[config.mk]
export PLATFORM = sky130hd
export DESIGN_NAME = ex_mem_pipe
export DESIGN_NICKNAME = d
export VERILOG_FILES = /design/src/rtl/ex_mem_pipe.sv
export SDC_FILE = /design/constraint.sdc
export NUM_CORES = 1
export LEC_CHECK = 0
export ABC_AREA = 1
export CAP_MARGIN = 20
export CORE_UTILIZATION = 56
export CTS_CLUSTER_SIZE = 28
export DETAILED_ROUTE_END_ITERATION = 10
export GPL_TIMING_DRIVEN = 0
export PLACE_DENSITY = 0.95
export SLEW_MARGIN = 15
export SYNTH_ARGS = -nofsm -noshare
export SYNTH_HDL_FRONTEND = slang
export SYNTH_SLANG_ARGS = --single-unit
[constraint.sdc]
create_clock -name clk -period 3.4 [get_ports clk]
set_input_delay 0.68 -clock clk [delete_from_list [all_inputs] [get_ports clk]]
set_output_delay 0.68 -clock clk [all_outputs]
set_load 0.05 [all_outputs]
[src/rtl/ex_mem_pipe.sv]
// ex_mem_pipe: EX->MEM pipeline register with valid/ready handshake, flush,
// optional two-entry skid buffer and a saturating backpressure counter.
module ex_mem_pipe #(
   parameter int                   REG_ADDR_W = 5,
   parameter int                   DATA_W     = 32,
   parameter int                   ADDR_W     = 32,
   parameter int                   ALUOP_W    = 8,
   parameter logic [ALUOP_W-1:0]   ALUOP_NONE = '0,
   parameter int                   SKID_EN    = 1,
   parameter int                   CNT_W      = 16
) (
   input  logic                  clk,
   input  logic                  rst,
   input  logic                  flush_i,
   input  logic                  ex_valid_i,
   output logic                  ex_ready_o,
   input  logic [REG_ADDR_W-1:0] ex_wd_i,
   input  logic                  ex_wreg_i,
   input  logic [DATA_W-1:0]     ex_wdata_i,
   input  logic [ALUOP_W-1:0]    ex_aluop_i,
   input  logic [ADDR_W-1:0]     ex_mem_addr_i,
   input  logic [DATA_W-1:0]     ex_reg2_i,
   output logic                  mem_valid_o,
   input  logic                  mem_ready_i,
   output logic [REG_ADDR_W-1:0] mem_wd_o,
   output logic                  mem_wreg_o,
   output logic [DATA_W-1:0]     mem_wdata_o,
   output logic [ALUOP_W-1:0]    mem_aluop_o,
   output logic [ADDR_W-1:0]     mem_mem_addr_o,
   output logic [DATA_W-1:0]     mem_reg2_o,
   output logic [CNT_W-1:0]      stall_cnt_o
);
   localparam int PW = REG_ADDR_W + 1 + DATA_W + ALUOP_W + ADDR_W + DATA_W;
   localparam logic [PW-1:0] RST_VAL = {{(REG_ADDR_W + 1 + DATA_W){1'b0}}, ALUOP_NONE, {(ADDR_W + DATA_W){1'b0}}};
   // Encoding makes bit0 the main valid and bit1 the skid valid, so ready comes straight off a flop.
   typedef enum logic [1:0] {EMPTY = 2'b00, ONE = 2'b01, TWO = 2'b11} state_t;
   state_t st, nxt;
   logic ld_main, ld_skid, shift, accept, pop, main_v, skid_v, wreg_h;
   logic [PW-1:0] main_q, skid_q, in_w;
   logic [ALUOP_W-1:0] aluop_h;
   logic [CNT_W-1:0] cnt_q;
   assign main_v = st[0];
   assign skid_v = st[1];
   assign in_w = {ex_wd_i, ex_wreg_i, ex_wdata_i, ex_aluop_i, ex_mem_addr_i, ex_reg2_i};
   assign ex_ready_o = (SKID_EN != 0) ? ~skid_v : (~main_v | mem_ready_i);
   assign accept = ex_valid_i & ex_ready_o;
   assign pop = main_v & mem_ready_i;
   always_comb begin
      nxt = st;
      ld_main = 1'b0;
      ld_skid = 1'b0;
      shift = 1'b0;
      case (st)
         EMPTY: if (accept) begin nxt = ONE; ld_main = 1'b1; end
         ONE:
            if (accept & (pop | (SKID_EN == 0))) ld_main = 1'b1;
            else if (accept) begin nxt = TWO; ld_skid = 1'b1; end
            else if (pop) nxt = EMPTY;
         TWO: if (pop) begin nxt = ONE; shift = 1'b1; end
         default: nxt = EMPTY;
      endcase
      if (flush_i) begin
         nxt = EMPTY;
         ld_main = 1'b0;
         ld_skid = 1'b0;
         shift = 1'b0;
      end
   end
   always_ff @(posedge clk or negedge rst) begin
      if (!rst) begin
         st <= EMPTY;
         main_q <= RST_VAL;
         skid_q <= RST_VAL;
         cnt_q <= '0;
      end else begin
         st <= nxt;
         if (ld_main) main_q <= in_w;
         else if (shift) main_q <= skid_q;
         if (ld_skid) skid_q <= in_w;
         if (main_v & ~mem_ready_i & ~&cnt_q) cnt_q <= cnt_q + 1'b1;
      end
   end
   assign {mem_wd_o, wreg_h, mem_wdata_o, aluop_h, mem_mem_addr_o, mem_reg2_o} = main_q;
   assign mem_valid_o = main_v;
   assign mem_wreg_o = main_v & wreg_h;
   assign mem_aluop_o = main_v ? aluop_h : ALUOP_NONE;
   assign stall_cnt_o = cnt_q;
endmodule

==> impl_metrics.ini, run 1 <==
[logic_synthesis]
synth.avg_cell_area_sq_um = 8.45
synth-simple-area-share_pct = 35.8
netlist.top_cell.by_area = dfrtp_1
muxShareOfSynthArea_pct = 0
yosys.area.top_type_share_pct = 50.0
ys_warn_count = 0
syn_nets = 1531
synth.yosys.seq_area_share_pct = 50.0
synth_cell_type_count = 22
synth-adder-area-share_pct = 0.525
yosys-top-cells-area = dfrtp_1 (50%), nand2_1 (13%), nand4_1 (12%), nand3_1 (9.7%), buf_4 (6.4%)
synth_compound_area_share_pct = 0.388
synth_area_sq_um = 11900
ys_ff_latch = 238
synthCells = 1411
synthXorXnorAreaFrac_pct = 0.514
synth_top_family_by_area = simple AND/OR/NAND/NOR gates

[grt]
overflow = 0
grt_pass1_vias = 11300
grtUsageTotal_pct = 32.3
grt_pass1_wl_um = 56400
antenna_found_initial = 2
grt_start_max_net_pins = 104

[detailed_routing]
wirelength_um = 35400
vias_per_cell = 5.87
avgRoutedWirePerCell_um = 17.9
ant_nets = 0
drtPass1Iterations = 6
drc = 0
drt_iter0_markers = 1089
num_vias = 11600

[clock_network]
clk_latency_ns = 0.51
postCtsSetupRepairBufs = 0
clock_path_buffers = 3
cts_hold_buf = 0
clock_sinks = 238
cts.root.buffer_cell = clkbuf_16
cts_buffers = 25
clk_pin_slew_ns = 0.06
htree_num_levels = 1
cts-resized-gates = 0
cts_tree = yes

[cells_and_area]
final_common_cell = nand2_1
layout.nets = 1802
drive_gt1_share_pct = 14.3
mostFrequentLayoutCells = nand2_1 (416), clkdlybuf4s50_1 (241), dfrtp_1 (238)
fin_util_pct = 74.1
area_growth_pct = 30.2
nFillCells = 1420

[critical_path]
cp-start-kind = flop
arrival_ns = 2.41
rrSetupSlack_ns = 0.93
rr_endpoint = skid_q[33]$_DFFE_PN0P_
cp_slowest_cell = clkdlybuf4s50_1
cp-end-kind = output port
cp_max_fo = 10
worstPathCellList = clkbuf_1, nand2_1, inv_1, clkdlybuf4s50_1
worst_r2r_path_depth = 8
crit_type = flop to output port
critPathRequiredTime_ns = 2.72
worstReg2RegStart = st[1]$_DFFE_PN0P_
slowest_delay_ns = 0.89

[placement]
io_buffers = 242
post-place-ws_ns = 0.483
hpwl_um = 24600
gp_congestion = 0.874

[hold_path]
hp-class = primary input to asynchronous set/reset pin

[timing]
slew_headroom_pct = 47.6
fin_crit_ns = 3.09
final.setup.tns_ns = 0
tightest_slew_ns = 0.786
hold-worst-slack_ns = 0.0758
setup_violations = 0
fin_skew_ns = 0.00647
setup_slack_ns = 0.314
drv_slew = 0
hold_viol_final = 0
rsz0062_at_grt = no
min_period_over_period_pct = 90.8
fmax_ghz = 0.324

[run_status]
status = finished clean

[die]
die_x_um = 148
core_area_sq_um = 21000
dieArea_sq_um = 21900
die-height_um = 148
start_util_pct = 56.9
io_pins = 243
row_count = 53

[pwr]
power_density_nw_per_um2 = 940
power.leakage_uw = 0.00743
ir_drop_uv = 694
power_uw = 14600

[run]
cap_viol_max_count = 0
## layer usage
layer,vias up,share of wire (%),GRT usage (%)
li1,5298,-,-
met2,641,49,54.6
met5,-,0,0
met1,5519,37,40.2
met4,0,4.7,15.9
met3,136,9.0,5.77
## report_power, final
part           total [uW]  switching (uW)  internal [uW]
Clock                2620            1090           1520
Combinational        7100            4360           2730
Sequential           4870             787           4090
Total               14600            6240           8340
## worst max path at each step
stage,start,endpoint,cells past startpoint
floorplan,st[0]$_DFFE_PN0P_,mem_aluop_o[0],3
global placement,rst,stall_cnt_o[2]$_DFFE_PN0P_,1
detailed placement,flush_i,main_q[37]$_DFFE_PN0P_,7
CTS,st[0]$_DFFE_PN0P_,mem_aluop_o[1],4
global route,st[0]$_DFFE_PN0P_,mem_aluop_o[1],4
finish,st[0]$_DFFE_PN0P_,mem_aluop_o[1],4
## stage by stage
stage	std cells	area (sq um)
after global routing	1974	15500
after global placement	1928	14700
after CTS	1972	15500
final	1974	15500
after floorplan	1411	11900
after detailed placement	1930	14700
## cell families (layout without fill, tap and decap cells)
logic type / after synthesis / count (layout)
buffers and inverters: 252 / 538
AND/OR/NAND/NOR: 902 / 902
other: 0 / 2
XOR/XNOR: 7 / 7
adder cells (fa/ha/maj): 5 / 5
AO/OA/AOI/OAI: 7 / 7
flip-flops: 238 / 238
## sequential cells by signal, indices dropped and copies added (netlist names)
signal,cells
main_q,110
st,2
skid_q,110
stall_cnt_o,16
## cell usage after synthesis, drive strengths merged
library cell    n
nand2         416
dfrtp         238
nand3         233
nand4         228
buf           195
clkbuf         29
inv            27
nor2           22
xnor2           7
o21ai           6
ha              5
a21oi           1
and2            1
clkinv          1
nor3            1
or2             1
## layout make-up
type | instances | area (sq um) | area share [%]
antenna | 2 | 5.00 | 0.0322
multi-input combinational | 921 | 4440 | 28.6
clock buffer | 35 | 713 | 4.59
inverter | 28 | 105 | 0.677
tap | 275 | 344 | 2.22
sequential | 238 | 5960 | 38.4
buffer | 224 | 1420 | 9.14
timing repair buffer | 244 | 2480 | 16.0
clock inverter | 7 | 60.1 | 0.387
## worst max-delay path, delay by kind of cell, from the launching register on
family | cells | cell delay, ns
buffers and inverters | 3 | 1.34
flip-flops | 1 | 0.45
AND/OR/NAND/NOR | 1 | 0.10
Power figures use the tool's default switching activity.
==> inputs of run 2 (changes only) <==
--- a/config.mk
+++ b/config.mk
@@ -8,6 +8,7 @@
 export ABC_AREA = 1
 export CAP_MARGIN = 20
 export CORE_UTILIZATION = 56
+export CTS_CLUSTER_DIAMETER = 40
 export CTS_CLUSTER_SIZE = 28
 export DETAILED_ROUTE_END_ITERATION = 10
 export GPL_TIMING_DRIVEN = 0
==> run 2 against run 1 <==
  * Design area grew 2.0%
  * Combinational power is essentially flat
  * Clock power grew 29%
  * Register-to-register slack gained 0.02 ns
  * Critical path depth is the same
  * Wire length grew 1.2%
  * Power grew 5.4%
  * Flip-flop and latch count is the same
  * Via count grew 1.5%
  * Sequential share of layout area shrank 0.75 points
  * Critical endpoint unchanged
  * Largest power group unchanged
  * Highest routed layer unchanged
==> impl_metrics.ini, run 2 (synthesis results as in run 1) <==
[pwr]
ir_drop_uv = 586
power_density_nw_per_um2 = 971
power.leakage_uw = 0.00757

[clock_network]
cts_hold_buf = 0
cts-resized-gates = 0
clk_latency_ns = 0.55
cts.root.buffer_cell = clkbuf_16
cts_tree = yes
postCtsSetupRepairBufs = 0
htree_num_levels = 1
clk_pin_slew_ns = 0.07
clock_sinks = 238
cts_buffers = 31
clock_path_buffers = 3

[timing]
final.setup.tns_ns = 0
fmax_ghz = 0.320
tightest_slew_ns = 0.824
fin_crit_ns = 3.13
rsz0062_at_grt = no
drv_slew = 0
slew_headroom_pct = 45.1
setup_violations = 0
fin_skew_ns = 0.0120
min_period_over_period_pct = 92.0
hold_viol_final = 0

[grt]
grt_pass1_wl_um = 57300
gr-usage-met2_pct = 55.7
grt.busiest_layer = met2
antenna_found_initial = 2
grt_start_max_net_pins = 104
overflow = 0
grt_pass1_vias = 11600
grtUsageTotal_pct = 33.0
use_met3_pct = 6.27
grt_use_met1_pct = 39.5

[detailed_routing]
wirelength_um = 35900
vias_per_cell = 5.92
num_vias = 11800
drc = 0
avgRoutedWirePerCell_um = 18.0
ant_nets = 0
drt_iter0_markers = 989
drtPass1Iterations = 8

[placement]
dp_cells = 1930
dpl-instance-area_sq_um = 14700
io_buffers = 242
gp_congestion = 0.874
hpwl_um = 24600

[die]
dieArea_sq_um = 21900
die_x_um = 148
row_count = 53
io_pins = 243
die-height_um = 148
core_area_sq_um = 21000
start_util_pct = 56.9

[run]
cap_viol_max_count = 0

[cells_and_area]
fin_util_pct = 75.6
area_growth_pct = 32.8
layout.nets = 1808
final_common_cell = nand2_1
design_area_sq_um = 15800
drive_gt1_share_pct = 15.4
mostFrequentLayoutCells = nand2_1 (416), clkdlybuf4s50_1 (241), dfrtp_1 (238)
nFillCells = 1370
stdcell_count = 1989

[critical_path]
cp_max_fo = 10
critPathRequiredTime_ns = 2.72
cp-end-kind = output port
arrival_ns = 2.45
cp-start-kind = flop
worstReg2RegStart = st[1]$_DFFE_PN0P_
crit_type = flop to output port
worstSetupStartpoint = st[0]$_DFFE_PN0P_
rrSetupSlack_ns = 0.95

[run_status]
status = finished clean

[hold_path]
hp-class = primary input to asynchronous set/reset pin
run 2: layout make-up:
class	count	area [sq um]	share of cell area (%)
timing repair buffer	244	2480	15.7
antenna	2	5.00	0.0316
clock inverter	26	308	1.94
tap	275	344	2.17
sequential	238	5960	37.6
multi-input combinational	921	4440	28.0
buffer	224	1420	8.96
clock buffer	31	776	4.90
inverter	28	105	0.664
run 2: per-stage QoR:
stage,hold slack [ns],setup WS (ns),total power (uW)
after floorplan,0.384,1.34,9670
after global placement,0.453,-7.94,11600
after detailed placement,0.458,0.483,11900
after CTS,0.0484,0.259,15400
after global routing,0.0744,0.151,16100
final,0.0453,0.273,15400
run 2: power breakdown:
group | leakage (uW) | switching, uW | internal (uW) | total [uW]
Sequential | 0.00299 | 797 | 4090 | 4880
Clock | 0.000528 | 1450 | 1930 | 3380
Combinational | 0.00406 | 4380 | 2730 | 7110
run 2: per-layer routing:
layer,vias up,wire (um)
met4,0,1960
met2,707,17500
met3,166,3430
li1,5324,-
met1,5568,13000
met5,-,0
run 2: worst max-delay path, cell delays in order, from the launching register on:
cell and delay [ns]:
dfrtp_1 0.47, clkbuf_1 0.37, nand2_1 0.10, inv_1 0.08, clkdlybuf4s50_1 0.88
run 2: worst paths after layout:
kind                                              endpoint  depth (start not counted)
min in group clk                    skid_q[97]$_DFFE_PN0P_                          2
worst min register to register      skid_q[97]$_DFFE_PN0P_                          2
worst max register to register      skid_q[32]$_DFFE_PN0P_                          8
worst min-delay path                main_q[35]$_DFFE_PN0P_                          1
max in group asynchronous       stall_cnt_o[2]$_DFFE_PN0P_                          2
worst max-delay path                        mem_aluop_o[1]                          4
==> inputs of run 3 (changes only) <==
--- a/config.mk
+++ b/config.mk
@@ -5,14 +5,15 @@
 export SDC_FILE = /design/constraint.sdc
 export NUM_CORES = 1
 export LEC_CHECK = 0
-export ABC_AREA = 1
 export CAP_MARGIN = 20
-export CORE_UTILIZATION = 56
+export CORE_MARGIN = 4
+export CORE_UTILIZATION = 55
 export CTS_CLUSTER_DIAMETER = 40
 export CTS_CLUSTER_SIZE = 28
 export DETAILED_ROUTE_END_ITERATION = 10
 export GPL_TIMING_DRIVEN = 0
 export PLACE_DENSITY = 0.95
+export SETUP_SLACK_MARGIN = 0.5
 export SLEW_MARGIN = 15
 export SYNTH_ARGS = -nofsm -noshare
 export SYNTH_HDL_FRONTEND = slang
==> run 3 against run 2 <==
  * Fmax rose by 12%
  * Synthesized cell count fell by 36%
  * Die area rose by 5.2%
  * Via count fell by 33%
  * Combinational power rose by 2%
  * Setup slack improved by 0.35 ns
  * Clock skew rose by 0.0095 ns
  * Count of clock-buffer cells in the layout rose by 10
  * Largest power group unchanged
  * Highest routed layer unchanged
==> impl_metrics.ini, run 3 <==
[logic_synthesis]
ys_warn_count = 0
synthCells = 909
yosysMostFrequentCell = dfrtp_1
syn_nets = 1029
synth_area_sq_um = 11400
yosys-top-cells-area = dfrtp_1 (52%), mux2_4 (13%), mux2i_1 (9.8%), buf_4 (6.7%), nand2_1 (3.9%)
synth-async-reset-ratio_pct = 100
yosys.area.top_type_share_pct = 52.4
ys_ff_latch = 238
synthFlopType = dfrtp_1
synth_cell_type_count = 35
synth.avg_cell_area_sq_um = 12.5
netlist.top_cell.by_area = dfrtp_1
synth.yosys.seq_area_share_pct = 52.4
synth_common_cells = dfrtp_1 (238), nand2_1 (117), mux2i_1 (111), buf_4 (102), mux2_4 (101)
synth_edf_count = 0

[grt]
overflow = 0
grt_pass1_vias = 8823
grtUsageTotal_pct = 26.3
antenna_found_initial = 0
grt_pass1_wl_um = 47400
grt_start_max_net_pins = 105

[clock_network]
clock_sinks = 238
cts.root.buffer_cell = clkbuf_16
postCtsSetupRepairBufs = 0
cts_buffers = 36
cts_hold_buf = 0
clk_latency_ns = 0.50
cts_tree = yes
clk_pin_slew_ns = 0.06
htree_num_levels = 2
clock_path_buffers = 3

[pwr]
ir_drop_uv = 650
internal_power_uw = 9630
switching_power_uw = 6230
p_comb_share_pct = 45.7
p_clk_share_pct = 22.7
power_density_nw_per_um2 = 1030
power.leakage_uw = 0.00782
swShare_pct = 39.3
seq_power_share_pct = 31.6

[cells_and_area]
area_growth_pct = 35.1
fin_util_pct = 75.6
final_common_cell = dfrtp_1
mostFrequentLayoutCells = dfrtp_1 (238), clkdlybuf4s50_1 (232), nand2_1 (117)
drive_gt1_share_pct = 26.4
design_area_sq_um = 15300
num_antenna_cells = 0
nFillCells = 1248
layout.nets = 1311

[timing]
fin_crit_ns = 2.78
fmax_ghz = 0.360
rsz0062_at_grt = no
setup_violations = 0
slew_headroom_pct = 60.3
tightest_slew_ns = 0.596
hold_viol_final = 0
drv_slew = 0
min_period_over_period_pct = 81.8
fin_skew_ns = 0.0215

[critical_path]
worst_r2r_path_depth = 10
cp_max_fo = 10
cp_slowest_cell = dlygate4sd2_1
crit_type = flop to output port
worstReg2RegStart = st[0]$_DFFE_PN0P_
worstSetupStartpoint = st[0]$_DFFE_PN0P_
worstPathCellList = clkbuf_1, and2_1, dlygate4sd2_1
critPathRequiredTime_ns = 2.72
path_buf_inv = 2
rr_endpoint = main_q[34]$_DFFE_PN0P_
cp-end-kind = output port
cpLargestDelayFamily = buffers and inverters
cp-start-kind = flop
slowest_delay_ns = 0.56
rrSetupSlack_ns = 0.68
arrival_ns = 2.10

[placement]
io_buffers = 242
gp_congestion = 0.845
hpwl_um = 19700
dpl-instance-area_sq_um = 14200

[detailed_routing]
wl_met2_um = 14800
drtPass1Iterations = 5
wl_met3_um = 2490
drc = 0
avgRoutedWirePerCell_um = 20.3
num_vias = 7921
wirelength_um = 30100
drt_iter0_markers = 316
m1WireLength_um = 11900
topRoutingLayerUsed = met4
ant_nets = 0
vias_per_cell = 5.33

[hold_path]
hp-class = primary input to asynchronous set/reset pin

[run_status]
status = finished clean

[die]
io_pins = 243
row_count = 52
start_util_pct = 56.0
die_x_um = 152
die-height_um = 152
dieArea_sq_um = 23000
core_area_sq_um = 20300

[run]
cap_viol_max_count = 0
-- run 3: cell types whose count changed after synthesis, sizes merged, moves of 17 or more --
cell / previous run / this run
nand2: 416 / 117
clkbuf: 29 / 12
buf: 195 / 139
o21ai: 6 / 110
inv: 27 / 4
mux2: 0 / 112
nand3: 233 / 6
mux2i: 0 / 111
nand4: 228 / 6
-- run 3: area by class of cell --
cell class / instances / area (sq um) / share of cell area (%)
multi-input combinational: 515 / 4220 / 27.5
tap: 270 / 338 / 2.20
sequential: 238 / 5960 / 38.8
timing repair buffer: 244 / 2470 / 16.1
clock buffer: 41 / 961 / 6.26
clock inverter: 22 / 216 / 1.41
inverter: 5 / 20.0 / 0.130
buffer: 151 / 1160 / 7.58
-- run 3: worst max-delay path by stage --
stage | slack, ns | end | cells past startpoint
5_1_grt | 0.51 | mem_wreg_o | 3
6_report | 0.62 | mem_wreg_o | 3
3_3_place_gp | -8.24 | main_q[88]$_DFFE_PN0P_ | 1
3_5_place_dp | 0.44 | main_q[107]$_DFFE_PN0P_ | 8
2_1_floorplan | 1.19 | main_q[57]$_DFFE_PN0P_ | 10
4_1_cts | 0.57 | mem_aluop_o[6] | 3
-- run 3: through the flow --
stage | instances | worst slack (ns) | total power [uW] | TNS (ns) | hold WS [ns]
2_1_floorplan | 909 | 1.19 | 10000 | 0 | 0.384
3_3_place_gp | 1421 | -8.24 | 11900 | -1956.59 | 0.486
3_5_place_dp | 1423 | 0.436 | 12200 | 0 | 0.486
4_1_cts | 1486 | 0.571 | 15900 | 0 | 0.0629
5_1_grt | 1486 | 0.510 | 16600 | 0 | 0.0787
6_report | 1486 | 0.620 | 15900 | 0 | 0.0632
-- run 3: cell families (layout without fill, tap and decap cells) --
logic type	Yosys count	count (layout)	share of synthesized area [%]
buf+inv	156	463	10.4
fa+ha+maj	5	5	0.551
compound gates	116	116	5.25
xor+xnor	16	16	1.23
flops	238	238	52.4
mux	223	223	24.2
simple gates	155	155	5.90
-- run 3: layer usage --
layer  vias up  global-route usage (%)
met4         0                    8.98
met1      3968                    31.9
met5         -                       0
met3        71                    7.61
li1       3574                       -
met2       308                    45.0
-- run 3: what timing repair did --
item | CTS | global route
pin swaps | 0 | 0
resized for setup | 9 | 3
endpoints found under the setup margin | 9 | 9
-- run 3: power by group through the flow --
stage	clock network (uW)	logic (uW)	registers, uW
detailed placement	0	7220	4970
global placement	0	7020	4880
CTS	3660	7300	4980
global route	3780	7650	5140
floorplan	0	5170	4830
finish	3600	7250	5010
